$ cat config.mk
export PLATFORM = sky130hd
export DESIGN_NAME = an_fix_scheduler_n13
export DESIGN_NICKNAME = d
export VERILOG_FILES = /design/src/rtl/an_fix_scheduler_n13.sv
export SDC_FILE = /design/constraint.sdc
export NUM_CORES = 1
export LEC_CHECK = 0
export ABC_AREA = 1
export ABC_CLOCK_PERIOD_IN_PS = 5700
export CORE_MARGIN = 5
export CORE_UTILIZATION = 50
export DETAILED_ROUTE_END_ITERATION = 10
export PLACE_DENSITY = 0.69
export SLEW_MARGIN = 30
export SYNTH_ARGS = -nofsm -noshare
export SYNTH_HDL_FRONTEND = slang
export SYNTH_SLANG_ARGS = --single-unit
export TNS_END_PERCENT = 5
$ cat constraint.sdc
create_clock -name clk -period 5.7 [get_ports clk]
set_clock_uncertainty 0.15 [all_clocks]
set_input_delay 1.71 -clock clk [delete_from_list [all_inputs] [get_ports clk]]
set_output_delay 1.71 -clock clk [all_outputs]
set_load 0.005 [all_outputs]
$ cat src/rtl/an_fix_scheduler_n13.sv
// an_fix_scheduler_n13
// Sequential front-end for the n=13 AN-code decoder array. One 4x4 block of
// 6-bit codewords is accepted per handshake. All 16 cells are reduced in
// parallel by barrett_n13, and then one shared an_decoder_n13 corrects one
// erroneous cell per clock, lowest cell index first, up to MAX_FIX cells.
//
// Ports
//   clk, rst_n          : clock, asynchronous active-low reset
//   in_valid/in_ready   : block input handshake (in_ready high only in IDLE)
//   in_codewords [95:0] : cell i at [6i+5:6i], i = 4*row + col
//   out_valid/out_ready : result handshake (out_valid high only in OUT)
//   out_data     [47:0] : decoded message for cell i at [3i+2:3i]
//   out_err_mask [15:0] : cells whose barrett error flag was set
//   out_err_rows/cols   : row / column OR of the error flags
//   out_fix_count [4:0] : number of corrections applied
//   out_overflow        : erroneous cells were left uncorrected (MAX_FIX hit)

// Reduces a 6-bit codeword modulo 13: q = cw / 13, r = cw % 13.
// The quotient is estimated as (cw * 19) >> 8, which is never too high and
// at most one too low over 0..63, so a single conditional subtract finishes it.
module barrett_n13 (
  input  logic [5:0] cw,
  output logic [2:0] q,
  output logic [3:0] r,
  output logic       error
);
  logic [10:0] prod;
  logic [2:0]  q_est;
  logic [6:0]  r_full;

  assign prod   = {5'd0, cw} * 11'd19;
  assign q_est  = 3'(prod >> 8);
  assign r_full = {1'b0, cw} - ({4'd0, q_est} * 7'd13);

  always_comb begin
    if (r_full >= 7'd13) begin
      q = q_est + 3'd1;
      r = 4'(r_full - 7'd13);
    end else begin
      q = q_est;
      r = 4'(r_full);
    end
  end

  assign error = (r != 4'd0);
endmodule

// Rounds to the nearest multiple of 13: residues 7..12 lie closer to the
// next codeword, so the message is bumped by one.
module an_decoder_n13 (
  input  logic [2:0] q,
  input  logic [3:0] r,
  output logic [2:0] msg
);
  assign msg = (r >= 4'd7) ? (q + 3'd1) : q;
endmodule

module an_fix_scheduler_n13 #(
  parameter int MAX_FIX = 16
) (
  input  logic        clk,
  input  logic        rst_n,
  input  logic        in_valid,
  output logic        in_ready,
  input  logic [95:0] in_codewords,
  output logic        out_valid,
  input  logic        out_ready,
  output logic [47:0] out_data,
  output logic [15:0] out_err_mask,
  output logic [3:0]  out_err_rows,
  output logic [3:0]  out_err_cols,
  output logic [4:0]  out_fix_count,
  output logic        out_overflow
);
  typedef enum logic [1:0] {IDLE, EVAL, FIX, OUT} state_t;

  localparam logic [4:0] MAX_FIX_W = 5'(MAX_FIX);

  state_t      state_reg, state_next;
  logic [95:0] cw_reg;
  logic [2:0]  q_reg [16];
  logic [3:0]  r_reg [16];
  logic [15:0] err_reg;
  logic [15:0] cand_reg;
  logic [4:0]  fix_cnt_reg;
  logic        overflow_reg;

  logic [2:0]  bq [16];
  logic [3:0]  br [16];
  logic [15:0] berr;
  logic [3:0]  eval_rows, eval_cols;
  logic [15:0] cand_w;

  logic [3:0]  idx;
  logic [15:0] cand_cleared;
  logic        fix_last;
  logic [2:0]  dec_msg;

  genvar gi;
  generate
    for (gi = 0; gi < 16; gi++) begin : g_cell
      barrett_n13 u_barrett (
        .cw    (cw_reg[6*gi +: 6]),
        .q     (bq[gi]),
        .r     (br[gi]),
        .error (berr[gi])
      );
      assign cand_w[gi]        = eval_rows[gi/4] & eval_cols[gi%4] & berr[gi];
      assign out_data[3*gi +: 3] = q_reg[gi];
    end
    for (gi = 0; gi < 4; gi++) begin : g_line
      assign eval_rows[gi]    = |berr[4*gi +: 4];
      assign eval_cols[gi]    = berr[gi] | berr[gi+4] | berr[gi+8] | berr[gi+12];
      assign out_err_rows[gi] = |err_reg[4*gi +: 4];
      assign out_err_cols[gi] = err_reg[gi] | err_reg[gi+4] | err_reg[gi+8] | err_reg[gi+12];
    end
  endgenerate

  // Lowest pending candidate wins the shared decoder this cycle.
  always_comb begin
    idx = 4'd0;
    for (int i = 15; i >= 0; i--) begin
      if (cand_reg[i]) idx = 4'(i);
    end
  end

  an_decoder_n13 u_decoder (
    .q   (q_reg[idx]),
    .r   (r_reg[idx]),
    .msg (dec_msg)
  );

  assign cand_cleared = cand_reg & ~(16'd1 << idx);
  assign fix_last     = (cand_cleared == 16'd0) || ((fix_cnt_reg + 5'd1) == MAX_FIX_W);

  always_comb begin
    state_next = state_reg;
    case (state_reg)
      IDLE: if (in_valid)             state_next = EVAL;
      EVAL: state_next = (cand_w == 16'd0) ? OUT : FIX;
      FIX:  if (fix_last)             state_next = OUT;
      OUT:  if (out_ready)            state_next = IDLE;
      default:                        state_next = IDLE;
    endcase
  end

  always_ff @(posedge clk or negedge rst_n) begin
    if (!rst_n) state_reg <= IDLE;
    else        state_reg <= state_next;
  end

  always_ff @(posedge clk or negedge rst_n) begin
    if (!rst_n) begin
      cw_reg       <= '0;
      err_reg      <= '0;
      cand_reg     <= '0;
      fix_cnt_reg  <= '0;
      overflow_reg <= 1'b0;
      for (int i = 0; i < 16; i++) begin
        q_reg[i] <= '0;
        r_reg[i] <= '0;
      end
    end else begin
      case (state_reg)
        IDLE: if (in_valid) cw_reg <= in_codewords;
        EVAL: begin
          for (int i = 0; i < 16; i++) begin
            q_reg[i] <= bq[i];
            r_reg[i] <= br[i];
          end
          err_reg      <= berr;
          cand_reg     <= cand_w;
          fix_cnt_reg  <= '0;
          overflow_reg <= 1'b0;
        end
        FIX: begin
          q_reg[idx]  <= dec_msg;
          cand_reg    <= cand_cleared;
          fix_cnt_reg <= fix_cnt_reg + 5'd1;
          // Leaving with candidates still pending means MAX_FIX cut us short.
          if (fix_last) overflow_reg <= (cand_cleared != 16'd0);
        end
        default: ;
      endcase
    end
  end

  assign in_ready      = (state_reg == IDLE);
  assign out_valid     = (state_reg == OUT);
  assign out_err_mask  = err_reg;
  assign out_fix_count = fix_cnt_reg;
  assign out_overflow  = overflow_reg;
endmodule

==> impl_results.md, run 1 <==
- Total count of hold-check failures in the final report: 0
- Ratio of cells with drive above 1 in the final layout: 0.1532
- Outcome: completed
- Final global-route overflow total: 0
- Final layout net count: 4584
- Asr flop ratio synth: 1.000
- Detail-routed net length per standard cell: 15.81 um
- Number of pins exceeding their max-slew limit in the final report: 0
- Top fanout value on the critical path: 4
- Most common cell on crit path: nand2_1
- Number of port buffers: 179
- Synth Cell Area: 26240 um2
- Final Critical Period: 5473 ps
- Maximum clock frequency: 182.7 MHz
- Required time worst endpoint: 5970 ps
- Number of sinks handled by clock tree synthesis: 248
- Number of detailed-route iterations in the first pass: 6
- Rows: 84
- Number of buffers and inverters on the critical path: 7
- Number of gates on the worst path with buffers counted: 34
- Root Driver: clkbuf_16
- Count of flip-flops with a built-in enable after synthesis: 0
- Number of standard cells after synthesis: 3637
- Post-Route Setup TNS: 0 ps
- Number of DRC markers after the initial detailed-route iteration: 1621
- Critical Path Source: cw_reg[43]
- Startpoint of the worst-slack reg-to-reg timing path: cw_reg[43]
- Total met3 wirelength after detailed routing: 4718 um
- Critical path startpoint category: flip-flop
- Clock transition at path regs: 60 ps
- Final wirelength: 74450 um
- Top layer reached by signal wires: met4
- Detailed Place HPWL: 56100 um
- Family with the most delay on the worst path: adder cells
- Cts bufs inserted: 34
- Synth unique cells: 45
- Core Area: 52240 um2
- Routability congestion estimate from global placement: 0.9723
- Clock network latency to the later pin of the worst-skew pair: 560 ps
- Number of H-tree levels: 2
- Kind of end point of the critical path: flip-flop
- Mapped Avg Cell Area: 7.215 um2
- Slowest cell delay on critical path: 500 ps
- Slew headroom: 0.4740
- Number of fill cells: 4624
- Area overhead of the layout relative to synthesis: 24.92%
- Yosys warnings: 0
- Maximum buffer depth of the clock tree: 3
- Met1 wire length: 32670 um
- Final Setup Violations: 0
- Number of flip-flops in the largest register: 96
- CP max stage cell: fa_1
- Antenna diode count: 0
- Top FF cell, synth: dfrtp_1
- Worst reg2reg endpoint: out_err_mask[7]
- Die area: 57160 um2
- TritonCTS clock tree: built
- Data arrival, critical path: 5740 ps
- Antenna violations before repair: 0
- Slew at the pin with the worst max-slew slack: 789.0 ps
- Sequential fraction of the synthesis area: 0.2365
- Initial core utilization: 0.5024
- Global-route wire length before repair: 117200 um
- Post-CTS Hold Fix Bufs: 0
- Critical path start-end classification: flip-flop to flip-flop
- Final antenna-violating net count: 0
- Post-Route Hold Slack: 330.3 ps
- Min-Delay Path Class: flip-flop to flip-flop
- Die Ht: 239.1 um
- Total DRC errors in the routed layout: 0
- FF-to-FF setup slack: 230 ps
- Largest net degree at the start of global routing: 77
- Count of maximum capacitance violations: 0
- Yosys reg bits: 248
- Via count of the first global-routing pass: 23610
- Vias per cell: 5.323
- Overall track demand over capacity in global routing: 0.2478
- Total met2 wirelength after detailed routing: 34440 um
- End point of the critical path: out_err_mask[7]
- Number of top-level pins: 180
- Period Utilization, post-route: 0.9602
- Number of nets in the synthesized netlist: 4223
- Width of the die: 239.1 um
- Cell depth of the worst flop-to-flop path: 34
- Via count of the routed design: 25070
[placed cells by master (no fill, tap or decap), types with 13 or more instances in the layout]
master	instances
a21oi_2	26
nand3_1	300
buf_4	210
inv_2	29
nand3b_1	28
a31oi_1	41
nand4_1	80
ha_1	366
nand2_4	13
inv_1	560
clkdlybuf4s50_1	178
a21oi_1	240
o21ai_1	19
nor3_1	13
nand2_1	664
o21a_1	20
nor2_2	45
xor2_1	66
fa_1	61
nor2_1	318
clkbuf_16	37
xnor2_1	15
dfrtp_2	20
ha_4	55
mux2_2	24
o21bai_1	15
o21ai_0	133
nand2_2	83
dfrtp_1	228
[synth_stat cells, types with 12 or more instances]
| library cell | count | area (um2) |
|---|---|---|
| ha_1 | 422 | 5280 |
| inv_1 | 584 | 2192 |
| nand4_1 | 80 | 500.5 |
| a21oi_1 | 254 | 1271 |
| o21ai_0 | 147 | 735.7 |
| nor3_1 | 17 | 85.08 |
| clkbuf_1 | 40 | 150.1 |
| nand3b_1 | 28 | 210.2 |
| nor2_1 | 362 | 1359 |
| o221ai_1 | 12 | 105.1 |
| nand2_1 | 750 | 2815 |
| mux2_2 | 24 | 270.3 |
| a31oi_1 | 41 | 256.5 |
| fa_1 | 64 | 1281 |
| o21a_1 | 20 | 150.1 |
| o21bai_1 | 15 | 112.6 |
| a21oi_2 | 14 | 122.6 |
| xor2_1 | 66 | 578.1 |
| buf_1 | 12 | 45.04 |
| nand3_1 | 306 | 1531 |
| dfrtp_1 | 248 | 6206 |
| and2_1 | 12 | 75.07 |
| xnor2_1 | 15 | 131.4 |
[worst min-delay path by stage]
stage	cells after the start	startpoint	slack (ps)	to
2_1_floorplan	1	r_reg[38]	290	r_reg[38]
3_3_place_gp	2	r_reg[56]	310	r_reg[56]
3_5_place_dp	1	r_reg[38]	310	r_reg[38]
4_1_cts	1	r_reg[38]	320	r_reg[38]
5_1_grt	2	r_reg[56]	350	r_reg[56]
6_report	2	r_reg[56]	330	r_reg[56]
[logic make-up (layout without fill, tap and decap cells)]
| family | Yosys count | after routing | synth area share |
|---|---|---|---|
| DFF | 248 | 248 | 0.2365 |
| xor gates and xnor gates | 83 | 83 | 0.02875 |
| and+or+nand+nor | 1600 | 1600 | 0.2643 |
| adders and majority gates | 486 | 486 | 0.2500 |
| muxes | 24 | 24 | 0.01030 |
| AOI/OAI and AO/OA | 540 | 540 | 0.1146 |
| buffers and inverters | 656 | 1040 | 0.09550 |
[through the flow]
stage                     area (um2)  std cells    util  worst slack [ps]
after floorplan                26240       3637       -             269.2
after global placement         29590       4560  0.5665            -7.557
after detailed placement       29590       4560  0.5665            -169.0
after CTS                      30870       4621  0.5910            0.2980
after global routing           32780       4709  0.6276            -104.8
final                          32780       4709  0.6276             227.0
[metal layers]
metal	vias to the layer above	GRT usage
li1	12710	-
met1	11550	0.3348
met3	157	0.04545
met2	648	0.4078
met5	-	0
met4	0	0.07297
[final cells by class]
class | count | area (um2) | area share
Multi-Input combinational cell | 2733 | 18810 | 0.5739
Clock buffer | 46 | 1030 | 0.03141
Inverter | 589 | 2211 | 0.06744
Clock inverter | 13 | 203.9 | 0.006221
Tap cell | 688 | 860.8 | 0.02626
Sequential cell | 248 | 6231 | 0.1901
Timing Repair Buffer | 392 | 3433 | 0.1047
[tightest hold or removal path: stages (launching register included)]
cell	delay, ps
dfrtp_1	340
nand2_1	50
o21ai_0	60
[what timing repair did]
action / 4_1_cts / 5_1_grt
setup buffers: 2 / 88
gates resized for setup: 10 / 288
endpoints found under the setup margin: 3 / 73
pin swaps: 1 / 145
Power of run 1 is not shown: default switching activity piles up to over one toggle a cycle in this logic, so the estimate is an artifact.
==> inputs of run 2 (changes only) <==
Settings changed: GPL_ROUTABILITY_DRIVEN set to 0.
==> impl_results.md, run 2 (same netlist as run 1, synthesis figures left out) <==
- Outcome: completed
- Maximum clock frequency: 184.0 MHz
- Post-Route Hold Slack: 319.2 ps
- Multi-input combinational cell area: 18660 um2
- Family with the most delay on the worst path: adder cells
- Number of fill cells: 4626
- Antenna violations before repair: 0
- Register Area: 6222 um2
- Antenna diode count: 0
- Min-Delay Path Class: flip-flop to flip-flop
- Most common cell on crit path: nand2_1
- Total DRC errors in the routed layout: 0
- Area overhead of the layout relative to synthesis: 23.95%
- Number of DRC markers after the initial detailed-route iteration: 1602
- Core Area: 52240 um2
- Slew at the pin with the worst max-slew slack: 855.7 ps
- Global-route wire length before repair: 117000 um
- Overall track demand over capacity in global routing: 0.2476
- Number of top-level pins: 180
- Final Setup Violations: 0
- Final antenna-violating net count: 0
- Number of detailed-route iterations in the first pass: 5
- Cts bufs inserted: 34
- Initial core utilization: 0.5024
- Detail-routed net length per standard cell: 15.74 um
- Number of port buffers: 179
- Root Driver: clkbuf_16
- Clock network latency to the later pin of the worst-skew pair: 560 ps
- Via count of the first global-routing pass: 23830
- Die Ht: 239.1 um
- Post-CTS Hold Fix Bufs: 0
- Final Critical Period: 5435 ps
- Rows: 84
- Critical path start-end classification: flip-flop to flip-flop
- Period Utilization, post-route: 0.9536
- Number of buffers and inverters on the critical path: 8
- Number of pins exceeding their max-slew limit in the final report: 0
- Ratio of cells with drive above 1 in the final layout: 0.1405
- Final core utilization: 0.6227
- Critical path startpoint category: flip-flop
- Final wirelength: 73900 um
- Slew headroom: 0.4289
- Clock transition at path regs: 60 ps
- Count of maximum capacitance violations: 0
- Top fanout value on the critical path: 6
- Via count of the routed design: 25030
- Die area: 57160 um2
- Kind of end point of the critical path: flip-flop
- Final global-route overflow total: 0
- Number of flip-flops in the largest register: 96
- Data arrival, critical path: 5760 ps
- Maximum buffer depth of the clock tree: 3
- Total count of hold-check failures in the final report: 0
- Number of sinks handled by clock tree synthesis: 248
- CP max stage cell: fa_1
- Final layout net count: 4569
- Most common cell after layout, fill and taps aside: nand2_1
- Width of the die: 239.1 um
- Required time worst endpoint: 6020 ps
- Detailed Place HPWL: 55490 um
- Vias per cell: 5.329
- Number of H-tree levels: 2
- Post-Route Setup TNS: 0 ps
- TritonCTS clock tree: built
- Commonest cells after routing, fill and taps aside: nand2_1 (677), inv_1 (562), ha_1 (370)
- Slowest cell delay on critical path: 490 ps
- Largest net degree at the start of global routing: 106
==> run 2: cell types whose count changed in the layout (fill, tap and decap cells not counted), moves of 7 or more <==
cell	previous run	this run
dfrtp_1	228	235
nand2_2	83	73
nand2_1	664	677
nor2_2	45	33
buf_4	210	193
dfrtp_2	20	13
nor2_1	318	328
==> run 2: metrics by stage <==
step / instances / cell area, um2 / setup WS [ps]
after floorplan: 3637 / 26240 / 269.2
after global placement: 4563 / 29630 / 1.148
after detailed placement: 4563 / 29630 / -125.7
after CTS: 4625 / 30880 / 8.348
after global routing: 4696 / 32530 / -94.37
final: 4696 / 32530 / 264.8
==> run 2: worst paths after layout <==
| kind | start | to | slack [ps] | depth (start not counted) |
|---|---|---|---|---|
| worst max-delay path | cw_reg[37] | out_err_mask[6] | 260 | 32 |
| worst min-delay path | r_reg[38] | r_reg[38] | 320 | 1 |
| worst max register to register | cw_reg[37] | out_err_mask[6] | 260 | 32 |
| worst min register to register | r_reg[38] | r_reg[38] | 320 | 1 |
| max in group asynchronous | rst_n | cw_reg[7] | 3330 | 3 |
| min in group asynchronous | rst_n | cw_reg[82] | 930 | 1 |
==> run 2: worst register-to-register path: cells and delay by family (launching register included) <==
family          cells  cell delay [ps]
fa+ha+maj           6             2020
compound gates      6             1030
simple gates       12             1010
buf+inv             8              730
flops               1              410
==> run 2: per-layer routing <==
layer / vias up / wire, um / global-route usage
li1: 12660 / - / -
met1: 11530 / 32360 / 0.3303
met5: - / 0 / 0
met2: 677 / 34000 / 0.4109
met4: 0 / 2485 / 0.07211
met3: 153 / 5050 / 0.04811
==> run 2: area by class of cell <==
cell class | count | share of cell area
Multi-Input combinational cell | 2733 | 0.5738
Sequential cell | 248 | 0.1913
Timing Repair Buffer | 377 | 0.1031
Inverter | 589 | 0.06797
Clock buffer | 44 | 0.03050
Tap cell | 688 | 0.02646
Clock inverter | 17 | 0.006885
==> run 2: timing repair <==
item | CTS | global route
gates cloned | 0 | 0
resized for setup | 11 | 243
endpoints found under the hold margin | 0 | 0
endpoints found under the setup margin | 2 | 63
setup buffers | 1 | 70
pin swaps | 1 | 128
Power of run 2 is left out for the same reason.
==> inputs of run 3 (changes only) <==
Settings changed: CORE_ASPECT_RATIO set to 0.5, GPL_ROUTABILITY_DRIVEN 0 to unset.
==> impl_results.md, run 3 (same netlist as run 1, synthesis figures left out) <==
- Number of DRC markers after the initial detailed-route iteration: 2043
- Initial core utilization: 0.5049
- Detailed Place HPWL: 57670 um
- Number of fill cells: 4652
- TritonCTS clock tree: built
- Slowest cell delay on critical path: 490 ps
- Antenna violations before repair: 0
- Die area: 57440 um2
- Outcome: completed
- Maximum buffer depth of the clock tree: 3
- CP max stage cell: fa_1
- Cts bufs inserted: 27
- Number of detailed-route iterations in the first pass: 5
- Final Critical Period: 5429 ps
- Most common cell after layout, fill and taps aside: nand2_1
- Overall track demand over capacity in global routing: 0.2520
- Critical path start-end classification: flip-flop to flip-flop
- Setup repair after global routing missed its margin: true
- Area overhead of the layout relative to synthesis: 23.32%
- Vias per cell: 5.399
- Total count of hold-check failures in the final report: 0
- Largest net degree at the start of global routing: 114
- Maximum clock frequency: 184.2 MHz
- Number of flip-flops in the largest register: 96
- Slew at the pin with the worst max-slew slack: 763.3 ps
- Via count of the routed design: 25390
- Post-Route Hold Slack: 338.0 ps
- Final wirelength: 75450 um
- Final global-route overflow total: 0
- Final antenna-violating net count: 0
- Slew headroom: 0.4905
- Final Setup Violations: 0
- Most common cell on crit path: nand2_1
- Clock network latency to the later pin of the worst-skew pair: 580 ps
- Core Area: 51970 um2
- Number of pins exceeding their max-slew limit in the final report: 0
- Min-Delay Path Class: flip-flop to flip-flop
- Clock transition at path regs: 70 ps
- Number of top-level pins: 180
- Number of H-tree levels: 1
- Root Driver: clkbuf_16
- Final layout net count: 4569
- Top fanout value on the critical path: 4
- Required time worst endpoint: 6070 ps
- Antenna diode count: 0
- Die Ht: 172.0 um
- Critical path startpoint category: flip-flop
- Period Utilization, post-route: 0.9524
- Ratio of cells with drive above 1 in the final layout: 0.1440
- Total DRC errors in the routed layout: 0
- Number of sinks handled by clock tree synthesis: 248
- Commonest cells after routing, fill and taps aside: nand2_1 (677), inv_1 (557), ha_1 (367)
- Data arrival, critical path: 5800 ps
- Rows: 59
- Count of maximum capacitance violations: 0
- Width of the die: 334.0 um
- Kind of end point of the critical path: flip-flop
- Number of port buffers: 179
- Post-CTS Hold Fix Bufs: 0
- Via count of the first global-routing pass: 24580
- Detail-routed net length per standard cell: 16.05 um
- Routability congestion estimate from global placement: 0.9450
- Global-route wire length before repair: 120200 um
==> run 3: changes by cell type in the layout (fill, tap and decap cells not counted), moves of 3 or more <==
cell       previous run  this run
nor2_2               33        45
nor2_1              328       317
clkbuf_16            37        27
buf_4               193       200
ha_4                 50        55
inv_1               562       557
inv_2                27        32
ha_1                370       367
==> run 3: worst max-delay path: cells and delay by family (launching register included) <==
kind | cells | cell delay, ps
fa+ha+maj | 6 | 2120
simple gates | 24 | 1930
buf+inv | 6 | 530
flops | 1 | 410
compound gates | 1 | 230
==> run 3: area by class of cell <==
class | instances | area [um2] | area share
flip-flops and latches | 248 | 6225 | 0.1924
repair buffers | 384 | 3397 | 0.1050
well taps | 701 | 877.1 | 0.02710
inverters | 589 | 2211 | 0.06832
clock inverters | 10 | 130.1 | 0.004021
clock buffers | 37 | 763.2 | 0.02358
multi-input cells | 2733 | 18760 | 0.5796
==> run 3: per-stage QoR <==
stage,util,area [um2],setup TNS (ps),instances,worst slack [ps]
after floorplan,-,26240,0,3637,269.2
after global placement,0.5719,29720,-16.41,4588,-16.41
after detailed placement,0.5719,29720,-115.8,4588,-115.8
after CTS,0.5902,30670,0,4637,21.06
after global routing,0.6227,32360,-234.7,4702,-121.1
final,0.6227,32360,0,4702,271.5
==> run 3: final timing paths <==
check	start	end	slack (ps)	cells past startpoint
hold reg to reg	r_reg[37]	r_reg[37]	340	2
setup reg to reg	cw_reg[46]	state_reg[0]	270	37
max in group asynchronous	rst_n	cw_reg[45]	3330	3
hold / removal	r_reg[37]	r_reg[37]	340	2
min in group asynchronous	rst_n	cw_reg[51]	860	1
setup / recovery	cw_reg[46]	state_reg[0]	270	37
==> run 3: what timing repair did <==
| action | CTS | global route |
|---|---|---|
| setup endpoints to repair | 1 | 79 |
| cloned | 0 | 0 |
| buffers inserted | 2 | 64 |
| resized for setup | 15 | 259 |
| pin swaps | 2 | 127 |
==> run 3: layer usage <==
layer / part of all wire / track usage / routed length [um]
met1: 0.45 / 0.3403 / 33680
met2: 0.46 / 0.4291 / 34740
met3: 0.060 / 0.03159 / 4556
met4: 0.033 / 0.07632 / 2476
met5: 0 / 0 / 0
Power of run 3 is left out for the same reason.
